==> src/rtl/pipe_pkg.sv <==
// Shared pipeline definitions for the MIPS core.
// Control bundle layout and constants used by decode and execute stages.
package pipe_pkg;

    localparam int CTRL_W = 11;

    localparam int CTRL_REGWRITE = 10;
    localparam int CTRL_MEMTOREG = 9;
    localparam int CTRL_MEMREAD  = 8;
    localparam int CTRL_MEMWRITE = 7;
    localparam int CTRL_BRANCH   = 6;
    localparam int CTRL_ALUSRC   = 5;
    localparam int CTRL_REGDST   = 4;
    localparam int CTRL_ALUOP    = 0;
    localparam int ALUOP_W       = 4;

    localparam logic [CTRL_W-1:0] ZERO_CTRL = '0;

endpackage

==> src/rtl/load_use_detect.sv <==
// Load-use hazard compare between the load in EX and the instruction in ID.
// Purely combinational; register 0 never matches.
module load_use_detect (
    input  logic       id_valid,
    input  logic [4:0] id_rs,
    input  logic [4:0] id_rt,
    input  logic       ex_valid,
    input  logic       ex_memread,
    input  logic [4:0] ex_rt,
    output logic       hazard
);

    logic rs_hit;
    logic rt_hit;

    assign rs_hit = (ex_rt == id_rs);
    assign rt_hit = (ex_rt == id_rt);

    assign hazard = id_valid & ex_valid & ex_memread
                  & (ex_rt != 5'd0) & (rs_hit | rt_hit);

endmodule

==> src/rtl/id_ex_stage.sv <==
// ID/EX pipeline register with load-use bubbling, flush, freeze
// and a saturating bubble counter.
module id_ex_stage
    import pipe_pkg::*;
#(
    parameter int WIDTH = 32,
    parameter int CNT_W = 16
) (
    input  logic              clk,
    input  logic              rst,
    input  logic              id_valid,
    input  logic [4:0]        id_rs,
    input  logic [4:0]        id_rt,
    input  logic [4:0]        id_rd,
    input  logic [WIDTH-1:0]  id_data1,
    input  logic [WIDTH-1:0]  id_data2,
    input  logic [WIDTH-1:0]  id_imm,
    input  logic [CTRL_W-1:0] id_ctrl,
    input  logic              flush,
    input  logic              ext_stall,
    output logic              ex_valid,
    output logic [4:0]        ex_rs,
    output logic [4:0]        ex_rt,
    output logic [4:0]        ex_rd,
    output logic [WIDTH-1:0]  ex_data1,
    output logic [WIDTH-1:0]  ex_data2,
    output logic [WIDTH-1:0]  ex_imm,
    output logic [CTRL_W-1:0] ex_ctrl,
    output logic              stall_o,
    output logic [CNT_W-1:0]  bubble_cnt
);

    logic hazard;

    load_use_detect u_lud (
        .id_valid   (id_valid),
        .id_rs      (id_rs),
        .id_rt      (id_rt),
        .ex_valid   (ex_valid),
        .ex_memread (ex_ctrl[CTRL_MEMREAD]),
        .ex_rt      (ex_rt),
        .hazard     (hazard)
    );

    assign stall_o = ~flush & (hazard | ext_stall);

    // Conditions overlap (flush with ext_stall/hazard), so order matters.
    always_ff @(posedge clk) begin
        if (!rst) begin
            ex_valid <= 1'b0;
            ex_rs    <= '0;
            ex_rt    <= '0;
            ex_rd    <= '0;
            ex_data1 <= '0;
            ex_data2 <= '0;
            ex_imm   <= '0;
            ex_ctrl  <= ZERO_CTRL;
        end else begin
            priority case (1'b1)
                flush, (!ext_stall && hazard): begin
                    ex_valid <= 1'b0;
                    ex_rs    <= '0;
                    ex_rt    <= '0;
                    ex_rd    <= '0;
                    ex_data1 <= '0;
                    ex_data2 <= '0;
                    ex_imm   <= '0;
                    ex_ctrl  <= ZERO_CTRL;
                end
                ext_stall: begin
                end
                default: begin
                    ex_valid <= id_valid;
                    ex_rs    <= id_rs;
                    ex_rt    <= id_rt;
                    ex_rd    <= id_rd;
                    ex_data1 <= id_data1;
                    ex_data2 <= id_data2;
                    ex_imm   <= id_imm;
                    ex_ctrl  <= id_valid ? id_ctrl : ZERO_CTRL;
                end
            endcase
        end
    end

    always_ff @(posedge clk) begin
        if (!rst) begin
            bubble_cnt <= '0;
        end else if (!flush && !ext_stall && hazard
                     && bubble_cnt != '1) begin
            bubble_cnt <= bubble_cnt + 1'b1;
        end
    end

endmodule

==> config.mk <==
export PLATFORM = sky130hd
export DESIGN_NAME = id_ex_stage
export DESIGN_NICKNAME = d
export VERILOG_FILES = /design/src/rtl/pipe_pkg.sv /design/src/rtl/load_use_detect.sv /design/src/rtl/id_ex_stage.sv
export SDC_FILE = /design/constraint.sdc
export NUM_CORES = 1
export LEC_CHECK = 0
export ABC_AREA = 1
export BUFFER_PORTS_ARGS = -buffer_cell sky130_fd_sc_hd__buf_4
export CELL_PAD_IN_SITES_DETAIL_PLACEMENT = 0
export CELL_PAD_IN_SITES_GLOBAL_PLACEMENT = 1
export CORE_MARGIN = 2
export CORE_UTILIZATION = 29
export CTS_CLUSTER_SIZE = 25
export DETAILED_ROUTE_END_ITERATION = 12
export GPL_TIMING_DRIVEN = 0
export PLACE_DENSITY_LB_ADDON = 0.1
export SLEW_MARGIN = 20
export SYNTH_ARGS = -nofsm -noshare
export SYNTH_HDL_FRONTEND = slang
export SYNTH_SLANG_ARGS = --single-unit
==> constraint.sdc <==
create_clock -name clk -period 1.37 [get_ports clk]
set_input_delay 0 -clock clk [delete_from_list [all_inputs] [get_ports clk]]
set_output_delay 0 -clock clk [all_outputs]
set_load 0.02 [all_outputs]
==> impl_metrics.json <==
{
  "status": "complete, but fails checks",
  "violations": "negative setup slack",
  "fin_nets": 1283,
  "yosysMostFrequentCell": "nand2_1",
  "grt_overflow": 0,
  "start_kind": "flop",
  "cts_tree": "done",
  "drt_wl_total_mm": 20.4,
  "numPortBuffers": 264,
  "synth_top_area_share_pct": 50.4,
  "ys_seq_area_share_pct": 50.4,
  "grt_antenna_before_repair": 0,
  "clk_path_buf_depth": 2,
  "fp.coreArea_um2": 18700,
  "die_width_um": 142,
  "vias": 6192,
  "powerDensity_nw_per_um2": 1050,
  "grt.met3_usage_pct": 6.09,
  "cp_max_fo": 4,
  "max_cap_violations": 0,
  "drc": 0,
  "holdCritPathClass": "in -> reg",
  "synthTopCellsByCount": "nand2_1, dfxtp_1, nor2_1, a21oi_1, a21oi_2",
  "grt_pass1_vias": 6173,
  "root_buffer": "clkbuf_16",
  "min_from": "rst",
  "cts_made_buffers": 17,
  "avgSynthCellArea_um2": 7.61,
  "core.rowCount": 50,
  "use_met1_pct": 22.1,
  "area_growth_pct": 93.4,
  "finalPower_w": 0.0112,
  "ios": 267,
  "grt.total_usage_pct": 19.7,
  "clock_skew_ps": 6.63,
  "top_usage_layer": "met2",
  "p_leak_nw": 4.60,
  "worst_slew_pin_slew_ps": 530,
  "routedWlPerCell_um": 14.6,
  "setup_viol": 140,
  "grt_pass1_wl_mm": 31.3,
  "rsz0062_at_grt": "yes",
  "synth_area_um2": 5530,
  "dr.pass1.iters": 4,
  "required_ps": 1370,
  "async_reset_ff_share_pct": 0,
  "ys_warn_count": 0,
  "cts.sinks": 139,
  "synth_nets": 854,
  "synth_edf_count": 0,
  "grtUsageMet2_pct": 34.9,
  "r2r-start": "ex_rt[0]",
  "synthFlopType": "dfxtp_1",
  "hpwl_mm": 13.5,
  "drt-initial-drc-count": 133,
  "crit_type": "reg -> out",
  "synth_seq_cells": 139,
  "peakVddDrop_mv": 0.826,
  "n_antenna_cell": 0,
  "slew_headroom_pct": 64.6,
  "cp.arrival_ps": 1650,
  "initial_utilization_pct": 29.5,
  "htree_levels": 4,
  "vias_per_cell": 4.42,
  "dieArea_um2": 20200,
  "final_util_pct": 57.1,
  "hold_violations": 0,
  "cp-end-kind": "primary output",
  "clock_latency_ps": 420,
  "tns_ps": -28490,
  "grt_max_degree": 17,
  "synth_area_leaders": "dfxtp_1, nand2_1, a21oi_2",
  "drive_gt1_share_pct": 42.8,
  "place_congestion": 0.792,
  "nFillCells": 1784,
  "period_share_pct": 120,
  "drtAntennaViolNets": 0,
  "crit_path_start": "ex_rt[2]",
  "syn_inst": 726,
  "setup_ws_ps": -281,
  "max_freq_mhz": 606,
  "synth_top_area_cell": "dfxtp_1",
  "die_h_um": 142,
  "slew_viol_final": 0,
  "clk_pin_slew_ps": 60,
  "synth_cell_types": 24,
  "post-route-min-period_ps": 1650
}
power by group:
group | internal, W | switching, W
clock | 0.00340 | 0.00185
combinational | 0.000928 | 0.000781
sequential | 0.00415 | 0.0000654
total | 0.00848 | 0.00269
metrics by stage:
stage          instances  cell area, um^2  hold slack [ps]  setup WS [ps]
6_report            1401            10700             12.1           -281
5_1_grt             1401            10700             41.7           -415
4_1_cts             1392            10200             5.31           -292
3_5_place_dp        1224             7880              257           -331
3_3_place_gp        1224             7880              254           -337
2_1_floorplan        726             5610             76.9          -63.4
per-layer routing:
layer  up-vias  share of wire [%]
li1       3173                  -
met1      2839                 41
met2       149                 51
met3        31                6.0
met4         0                2.4
met5         -                  0
logic make-up after synthesis:
group	share of synthesized area, %
fa+ha+maj	0.226
buf+inv	6.04
compound gates	16.0
simple gates	27.1
xor+xnor	0.317
flops	50.4
layout make-up:
cell class | count | area (um^2) | area share (%)
buffer | 44 | 382 | 3.57
clock buffer | 19 | 464 | 4.34
clock inverter | 12 | 209 | 1.95
inverter | 25 | 106 | 0.995
multi-input combinational | 517 | 2760 | 25.8
sequential | 139 | 2810 | 26.3
tap | 234 | 293 | 2.74
timing repair buffer | 411 | 3660 | 34.3
worst max-delay path, stage by stage, from the launching register on:
cell	delay, ps
dfxtp_4	370
inv_4	40
nand2_1	50
nand2_1	50
nor2_2	120
nand3_1	90
nand2_2	120
nand2_2	90
a21oi_2	160
buf_6	140
flip-flops by register name, indices dropped and copies added (netlist names):
signal,cells
ex_rd,5
bubble_cnt,16
ex_rs,5
ex_imm,32
ex_valid,1
ex_ctrl,11
ex_data1,32
ex_data2,32
ex_rt,5
final timing paths:
check / slack, ps / depth (start not counted) / end
worst max-delay path: -280 / 9 / stall_o
worst min-delay path: 10 / 3 / bubble_cnt[0]
worst max register to register: -270 / 10 / ex_data1[19]
worst min register to register: 470 / 2 / ex_data1[15]
placed cells by master (no fill, tap or decap):
| cell | n |
|---|---|
| nand2_2 | 6 |
| dfxtp_2 | 6 |
| inv_4 | 3 |
| buf_16 | 5 |
| nor2_2 | 18 |
| nand2_1 | 274 |
| xnor2_1 | 2 |
| a21oi_2 | 104 |
| buf_8 | 2 |
| clkbuf_16 | 24 |
| a21oi_1 | 8 |
| nand3_4 | 2 |
| nor2_1 | 53 |
| o21ai_0 | 9 |
| nand3_1 | 11 |
| o21bai_1 | 1 |
| nor2_4 | 7 |
| a22oi_1 | 11 |
| nand3_2 | 2 |
| buf_6 | 2 |
| nand4_1 | 4 |
| buf_4 | 273 |
| inv_6 | 3 |
| buf_2 | 3 |
| dfxtp_4 | 6 |
| and3_1 | 1 |
| bufinv_16 | 5 |
| ha_4 | 1 |
| inv_1 | 19 |
| clkinv_4 | 3 |
| dlygate4sd3_1 | 122 |
| nand2_4 | 3 |
| clkinvlp_4 | 2 |
| clkbuf_8 | 1 |
| dfxtp_1 | 127 |
| buf_1 | 3 |
| buf_12 | 16 |
| inv_2 | 2 |
| clkbuf_1 | 23 |
repair_timing:
action | CTS | global route
hold endpoints to repair | 122 | 0
hold buffers | 122 | 0
pin swaps | 9 | 6
gates resized for setup | 48 | 89
gates cloned | 6 | 7
endpoints found under the setup margin | 140 | 140
buffers inserted | 9 | 4
Power figures use the tool's default switching activity.
